### config.mk
export PLATFORM = sky130hd
export DESIGN_NAME = bram_burst_master
export DESIGN_NICKNAME = d
export VERILOG_FILES = /design/src/rtl/bram_burst_master.sv
export SDC_FILE = /design/constraint.sdc
export NUM_CORES = 1
export LEC_CHECK = 0
export CELL_PAD_IN_SITES_DETAIL_PLACEMENT = 1
export CELL_PAD_IN_SITES_GLOBAL_PLACEMENT = 1
export CORE_MARGIN = 2
export CORE_UTILIZATION = 45
export CTS_CLUSTER_SIZE = 24
export DETAILED_ROUTE_END_ITERATION = 12
export DONT_BUFFER_PORTS = 1
export PLACE_DENSITY = 0.8
export SLEW_MARGIN = 0
export SYNTH_ARGS = -nofsm -noshare
export SYNTH_HDL_FRONTEND = slang
export SYNTH_SLANG_ARGS = --single-unit
### constraint.sdc
create_clock -name clk -period 2.8 [get_ports clk]
set_input_delay 0.42 -clock clk [delete_from_list [all_inputs] [get_ports clk]]
set_output_delay 0.42 -clock clk [all_outputs]
set_load 0.01 [all_outputs]
### src/rtl/bram_burst_master.sv
// Burst initiator for a single-port block RAM: valid/ready command channel,
// streamed write data in, registered read data out, one RAM access per cycle.
module bram_burst_master #(
  parameter int unsigned P_DATA_WIDTH = 32,
  parameter int unsigned P_ADDR_WIDTH = 8,
  parameter int unsigned P_LEN_WIDTH  = 8
) (
  input  logic                    clk,
  input  logic                    rst,
  input  logic                    cmd_valid,
  output logic                    cmd_ready,
  input  logic                    cmd_write,
  input  logic [P_ADDR_WIDTH-1:0] cmd_addr,
  input  logic [P_LEN_WIDTH-1:0]  cmd_len,
  input  logic                    wr_valid,
  output logic                    wr_ready,
  input  logic [P_DATA_WIDTH-1:0] wr_data,
  output logic                    rd_valid,
  input  logic                    rd_ready,
  output logic [P_DATA_WIDTH-1:0] rd_data,
  output logic                    rd_last,
  output logic                    done,
  output logic                    bram_cs,
  output logic                    bram_we,
  output logic                    bram_oe,
  output logic [P_ADDR_WIDTH-1:0] bram_addr,
  output logic [P_DATA_WIDTH-1:0] bram_wdata,
  input  logic [P_DATA_WIDTH-1:0] bram_rdata
);

  typedef enum logic [1:0] {
    ST_IDLE = 2'd0,
    ST_WR   = 2'd1,
    ST_RD   = 2'd2
  } state_e;

  state_e                  state_q, state_d;
  logic [P_ADDR_WIDTH-1:0] cur_addr_q, cur_addr_d;
  logic [P_LEN_WIDTH-1:0]  beats_left_q, beats_left_d;
  logic [P_DATA_WIDTH-1:0] rd_data_q, rd_data_d;
  logic                    rd_valid_q, rd_valid_d;
  logic                    rd_last_q, rd_last_d;
  logic                    done_q, done_d;
  logic                    wr_beat;
  logic                    rd_issue;
  logic                    last_beat;

  assign rd_valid = rd_valid_q;
  assign rd_data  = rd_data_q;
  assign rd_last  = rd_last_q;
  assign done     = done_q;

  // Handshakes and RAM strobes; a read issues only when the output slot frees up
  always_comb begin
    cmd_ready  = !rst && (state_q == ST_IDLE) && !rd_valid_q;
    wr_ready   = !rst && (state_q == ST_WR);
    wr_beat    = wr_ready && wr_valid;
    rd_issue   = !rst && (state_q == ST_RD) && (!rd_valid_q || rd_ready);
    last_beat  = (beats_left_q == '0);
    bram_cs    = wr_beat || rd_issue;
    bram_we    = wr_beat;
    bram_oe    = rd_issue;
    bram_addr  = cur_addr_q;
    bram_wdata = wr_data;
  end

  // Next-state: burst sequencing, address/count stepping and read output slot
  always_comb begin
    state_d      = state_q;
    cur_addr_d   = cur_addr_q;
    beats_left_d = beats_left_q;
    rd_data_d    = rd_data_q;
    rd_valid_d   = rd_valid_q;
    rd_last_d    = rd_last_q;
    done_d       = 1'b0;

    if (rd_valid_q && rd_ready && !rd_issue) begin
      rd_valid_d = 1'b0;
    end

    case (state_q)
      ST_IDLE: begin
        if (cmd_valid && cmd_ready) begin
          cur_addr_d   = cmd_addr;
          beats_left_d = cmd_len;
          state_d      = cmd_write ? ST_WR : ST_RD;
        end
      end
      ST_WR: begin
        if (wr_beat) begin
          cur_addr_d   = cur_addr_q + P_ADDR_WIDTH'(1);
          beats_left_d = beats_left_q - P_LEN_WIDTH'(1);
          if (last_beat) begin
            state_d = ST_IDLE;
            done_d  = 1'b1;
          end
        end
      end
      ST_RD: begin
        if (rd_issue) begin
          rd_data_d    = bram_rdata;
          rd_valid_d   = 1'b1;
          rd_last_d    = last_beat;
          cur_addr_d   = cur_addr_q + P_ADDR_WIDTH'(1);
          beats_left_d = beats_left_q - P_LEN_WIDTH'(1);
          if (last_beat) begin
            state_d = ST_IDLE;
            done_d  = 1'b1;
          end
        end
      end
      default: state_d = ST_IDLE;
    endcase
  end

  // State and output registers with synchronous reset
  always_ff @(posedge clk) begin
    if (rst) begin
      state_q      <= ST_IDLE;
      cur_addr_q   <= '0;
      beats_left_q <= '0;
      rd_data_q    <= '0;
      rd_valid_q   <= 1'b0;
      rd_last_q    <= 1'b0;
      done_q       <= 1'b0;
    end else begin
      state_q      <= state_d;
      cur_addr_q   <= cur_addr_d;
      beats_left_q <= beats_left_d;
      rd_data_q    <= rd_data_d;
      rd_valid_q   <= rd_valid_d;
      rd_last_q    <= rd_last_d;
      done_q       <= done_d;
    end
  end

endmodule
Word level (Yosys, flattened, before mapping):

Cells that the tools add are included.

* bits in registers: 53
* latch bits: 0
* memory bits (writable): 0
* bits in read-only memories: 0
* input bits: 86
* output and inout port bits: 80
* logic and storage cells: 55
* memories: 0

* $add $sub $neg: 2
* multipliers: 0
* div/mod/pow operators: 0
* $lt $le $gt $ge: 0
* equality and inequality tests: 5
* shift-type cells: 0
* mux-type cells: 21
* bitwise operators: 0
* reduce and logical (&&, ||, !) cells: 20

Operators by type and width (count)
* $mux W8: 6
* $pmux W8 S3: 2
* $mux W2: 5
* $logic_and A1 B1 Y1: 9
* $add A8 B1 Y8 const B: 1
* $logic_not A8 Y1: 1
* $sub A8 B1 Y8 const B: 1
* $mux W1: 6
* $pmux W2 S3: 1
* $ne A2 B2 Y1 const B: 2
* $reduce_and A4 Y1: 1
* $logic_not A1 Y1: 3
* $reduce_and A3 Y1: 1
* $reduce_bool A3 Y1: 1
* $eq A2 B1 Y1 const B: 1
* $eq A2 B2 Y1 const B: 1
* $logic_not A2 Y1: 1
* $logic_or A1 B1 Y1: 2
* $ne A2 B1 Y1 const B: 1
* $pmux W1 S2: 1
* $reduce_and A2 Y1: 1

Logic depth before layout (Yosys ltp):

* depth in word-level cells: 8
* depth in mapped cells: 7
* depth with buffers taken out: 6

Worst setup path after synthesis:

OpenSTA, ideal clock, no wires.

* path kind: input to output
* start point: input rd_ready
* end point: output bram_cs
* arrival: 1.274 ns
* required time: 2.380 ns
* setup slack: 1.106 ns
* stages on the path: 4
* path buffers: 1
* path through: nand2b_1 -> nand2_1 -> buf_2 -> o21ai_0

* cells in the longest elaborated chain, start to end: 3

Ends and longest elaborated chain
* start, declared: RTL line 19 `input logic rd_ready,`
* $logic_or A1 B1 Y1: RTL line 58 `rd_issue = !rst && (state_q == ST_RD) && (!rd_valid_q || rd_ready);`
* $logic_and A1 B1 Y1: RTL line 58
* $logic_or A1 B1 Y1: RTL line 60 `bram_cs = wr_beat || rd_issue;`
* end, declared: RTL line 23 `output logic bram_cs,`

No other way between the ends.

Worst setup path after layout:

* start point: register state_q[1]
* end point: output bram_cs

* cells in the longest elaborated chain, start to end: 4
* elaborated cells between the ends (all ways): 7
* those cells by class: eq/ne: 2; reduce/logical: 5

Ends and longest elaborated chain
* start, declared: RTL line 37 `state_e state_q, state_d;`
* start signal, assigned: RTL line 127 `state_q <= state_d;`
* $eq A2 B1 Y1: RTL line 56 `wr_ready = !rst && (state_q == ST_WR);`
* $logic_and A1 B1 Y1: RTL line 56
* net wr_ready: RTL line 16 `output logic wr_ready,`
* $logic_and A1 B1 Y1: RTL line 57 `wr_beat = wr_ready && wr_valid;`
* $logic_or A1 B1 Y1: RTL line 60

The timed path passes the listed nets, and every way through them passes these cells.

==> results by group <==
Setup path
  • Critical Path Sink Type: output pin
  • Cell class contributing the biggest share of worst-path delay: simple AND/OR/NAND/NOR gates
  • Chain of cells forming the critical path: inv_1 > ha_1 > nor2b_1 > nand2_1 > o21ai_0
  • Worst path max stage delay: around 0.35 ns
  • Worst path buffer plus inverter count: 1
  • Largest fanout of any net on the critical path: 3
  • Worst Path Class, Setup: reg2out
  • Worst endpoint data arrival time: 1.65 ns
  • Slowest-stage cell, CP: sky130_fd_sc_hd__dfxtp_1
  • Startpoint type of the worst setup path: register
  • Required time of the worst setup path: 2.38 ns

Synth
  • Post-Synth Adder-Cell Area: ~3.2%
  • Yosys warns: 0
  • Largest cells by area after synthesis: sky130_fd_sc_hd__dfxtp_1 39%, sky130_fd_sc_hd__nand2_1 11%, sky130_fd_sc_hd__a21oi_1 8.8%
  • Cell type with the largest total area after synthesis: sky130_fd_sc_hd__dfxtp_1
  • Number of different library cells in the post-synthesis netlist: 52
  • Proportion of register bits with asynchronous set or reset after synthesis: 0%
  • Synth Area in Simple Gates: 22.1%
  • Compound-Gate Fraction of Synth Area: 21.9%
  • Fraction of synthesized area in multiplexers: 0.731%
  • Top_reg_cell synth: sky130_fd_sc_hd__dfxtp_1
  • Synthesized instance count: roughly 350
  • Main combinational cell family by area after synthesis: simple AND/OR/NAND/NOR gates
  • Seq/Total Area, Yosys: between 30% and 40%
  • Count of state elements after synthesis: 53
  • Post-synth design cell area: 0.00274 mm2
  • Area share of the largest cell type after synthesis: 38.7%
  • Post-synthesis xor/xnor area fraction: 0%
  • Post-synth EDFFs: 0
  • Post-Synthesis Net Count: 439
  • Mean post-synth cell area: between 7 and 8 um2

Global routing
  • Number of antenna violations at the first check in global routing: 0
  • Via count of the first global-routing pass: 2135
  • Total congestion overflow: 0
  • Global-route usage over all layers: 19.5%
  • Maximum number of pins on one net before global-route repair: 61
  • Global-route wire length before repair: 10300 um

Detailed routing
  • Post-detailed-route via-to-cell ratio: 5.85
  • Avg WL per Cell: around 18 um
  • DRT Pass-1 Iters: 6
  • Detailed-route wire length: about 6800 um
  • Vias after detailed routing: 2235
  • DRC marker count from the first detailed-route iteration: 56
  • Number of remaining DRC errors: 0
  • Number of nets with antenna violations after routing: 0

Placed design
  • Number of cells after detailed placement: 374
  • Setup slack at placement: roughly 0.84 ns
  • Post-DP HPWL: between 4000 and 5000 um
  • GPL Wtd Cong: 0.760
  • Port Buf Inserts: 0
  • Placed standard-cell area: 0.00254 mm2

Die
  • Die outline width: 82.0 um
  • Starting utilization of the core area: 46.5%
  • DIE HEIGHT: 82.0 um
  • Die outline area: between 0.006 and 0.007 mm2
  • Number of rows created at floorplan: 28
  • Boundary Pins: 166
  • Core Box Area: 0.00589 mm2

Pwr
  • Leakage power of the design: 0.962 nW
  • IR drop worst, VDD: roughly 0.42 mV
  • Power density over cell area: 1110 mW/mm2
  • Final Power: 2.98 mW

Final layout
  • Antenna diodes: 0
  • Area delta synth->final: -2.47%
  • Number of nets in the finished design: 399
  • Share of the core filled with cells: 45.4%
  • Non-filler instance count after layout: 382
  • Layout Cell Area excl Fill: 0.00267 mm2
  • Proportion of layout cells with a drive suffix above 1: roughly 8.5%

STA
  • Final number of max-transition violations: 0
  • Post-route clock period utilization: 73.8%
  • Final hold slack: 0.178 ns
  • Final setup margin: 0.734 ns
  • Worst slew margin: 54.7%
  • Peak Freq: between 0.4 and 0.5 GHz
  • Unrepaired setup endpoints after global routing: no
  • Final setup skew: 0.00525 ns
  • Sum of negative setup slack: 0 ns
  • Setup violation total in the final timing report: 0
  • Final min period: 2.07 ns
  • Worst-margin pin slew: 0.679 ns
  • Fin. Hold Viols: 0

Run
  • Max-capacitance violation count: 0

Min path
  • Hold/Removal Path Class: in2reg

Clock network
  • CTS tree: done
  • Number of setup buffers added after CTS: 0
  • Clock transition at the registers of the reported paths: 0.10 ns
  • Clock latency reported for the late side of the worst-skew pair: approximately 0.30 ns
  • TritonCTS sink count: between 50 and 60
  • Post-CTS Hold Fix Bufs: 0
  • Max clock buf depth: 2
  • Number of levels the H-tree was split into: 2
  • PostCTS Resize Cnt: 0
  • Root buf cell: sky130_fd_sc_hd__clkbuf_8
  • Number of clock buffers inserted by TritonCTS: 5

Status
  • Outcome: complete, no violations
## flip-flops by register name, indices dropped and copies added, names as in the netlist
| register | count |
|---|---|
| state_q | 2 |
| rd_valid | 1 |
| beats_left_q | 8 |
| done | 1 |
| bram_addr | 8 |
| rd_last | 1 |
| rd_data | 32 |
## cells in the mapped netlist, types with 3 or more instances
| master | count |
|---|---|
| sky130_fd_sc_hd__nand2_1 | 82 |
| sky130_fd_sc_hd__dfxtp_1 | 53 |
| sky130_fd_sc_hd__a21oi_1 | 48 |
| sky130_fd_sc_hd__buf_4 | 32 |
| sky130_fd_sc_hd__inv_1 | 11 |
| sky130_fd_sc_hd__nand3_1 | 11 |
| sky130_fd_sc_hd__clkbuf_1 | 10 |
| sky130_fd_sc_hd__nor2_1 | 8 |
| sky130_fd_sc_hd__ha_1 | 7 |
| sky130_fd_sc_hd__o31ai_1 | 7 |
| sky130_fd_sc_hd__buf_2 | 5 |
| sky130_fd_sc_hd__nor4_1 | 5 |
| sky130_fd_sc_hd__o21ai_0 | 5 |
| sky130_fd_sc_hd__and3_1 | 4 |
| sky130_fd_sc_hd__nand2b_1 | 4 |
| sky130_fd_sc_hd__nor2b_1 | 4 |
| sky130_fd_sc_hd__a211oi_1 | 3 |
| sky130_fd_sc_hd__buf_1 | 3 |
## power breakdown
| part | switching [mW] | internal, mW |
|---|---|---|
| sequential | 0.259 | 0.957 |
| clock | 0.249 | 0.355 |
| combinational | 0.731 | 0.426 |
| total | 1.24 | 1.74 |
## path summary, 6_finish.rpt
kind / from / end / slack (ns) / cells past startpoint
min: rst / bram_addr[0] / 0.18 / 1
min reg2reg: beats_left_q[4] / beats_left_q[4] / 0.49 / 2
max: state_q[1] / bram_cs / 0.73 / 5
max reg2reg: state_q[0] / bram_addr[6] / 0.84 / 6
## logic make-up after synthesis
family	count (synthesis)
buf+inv	62
compound gates	90
simple gates	132
flops	53
mux	2
fa+ha+maj	7
## routing by layer
metal | global-route usage, % | routed length (um) | vias up
li1 | - | - | 1082
met1 | 22.4 | 2770 | 1056
met2 | 33.7 | 3300 | 87
met3 | 7.14 | 636 | 10
met4 | 5.67 | 65 | 0
met5 | 0 | 0 | -
## layout make-up
class                           instances  area (um2)
Sequential cell                        53        1060
Inverter                               11        41.3
Multi-Input combinational cell        231        1310
Timing Repair Buffer                    4        30.0
Tap cell                               75        93.8
Fill cell                             722        3210
Clock inverter                          3        65.1
Clock buffer                            5        68.8
## placed cells by master, fill, tap and decap left out, types with 3 or more instances in the layout
cell,instances
sky130_fd_sc_hd__a211oi_1,3
sky130_fd_sc_hd__a21oi_1,48
sky130_fd_sc_hd__and3_1,4
sky130_fd_sc_hd__buf_4,4
sky130_fd_sc_hd__clkbuf_8,5
sky130_fd_sc_hd__dfxtp_1,53
sky130_fd_sc_hd__ha_1,7
sky130_fd_sc_hd__inv_1,11
sky130_fd_sc_hd__nand2_1,82
sky130_fd_sc_hd__nand2b_1,4
sky130_fd_sc_hd__nand3_1,11
sky130_fd_sc_hd__nor2_1,8
sky130_fd_sc_hd__nor2b_1,4
sky130_fd_sc_hd__nor4_1,5
sky130_fd_sc_hd__o21ai_0,5
sky130_fd_sc_hd__o31ai_1,7
No activity file was read; power rests on OpenSTA's default activity.
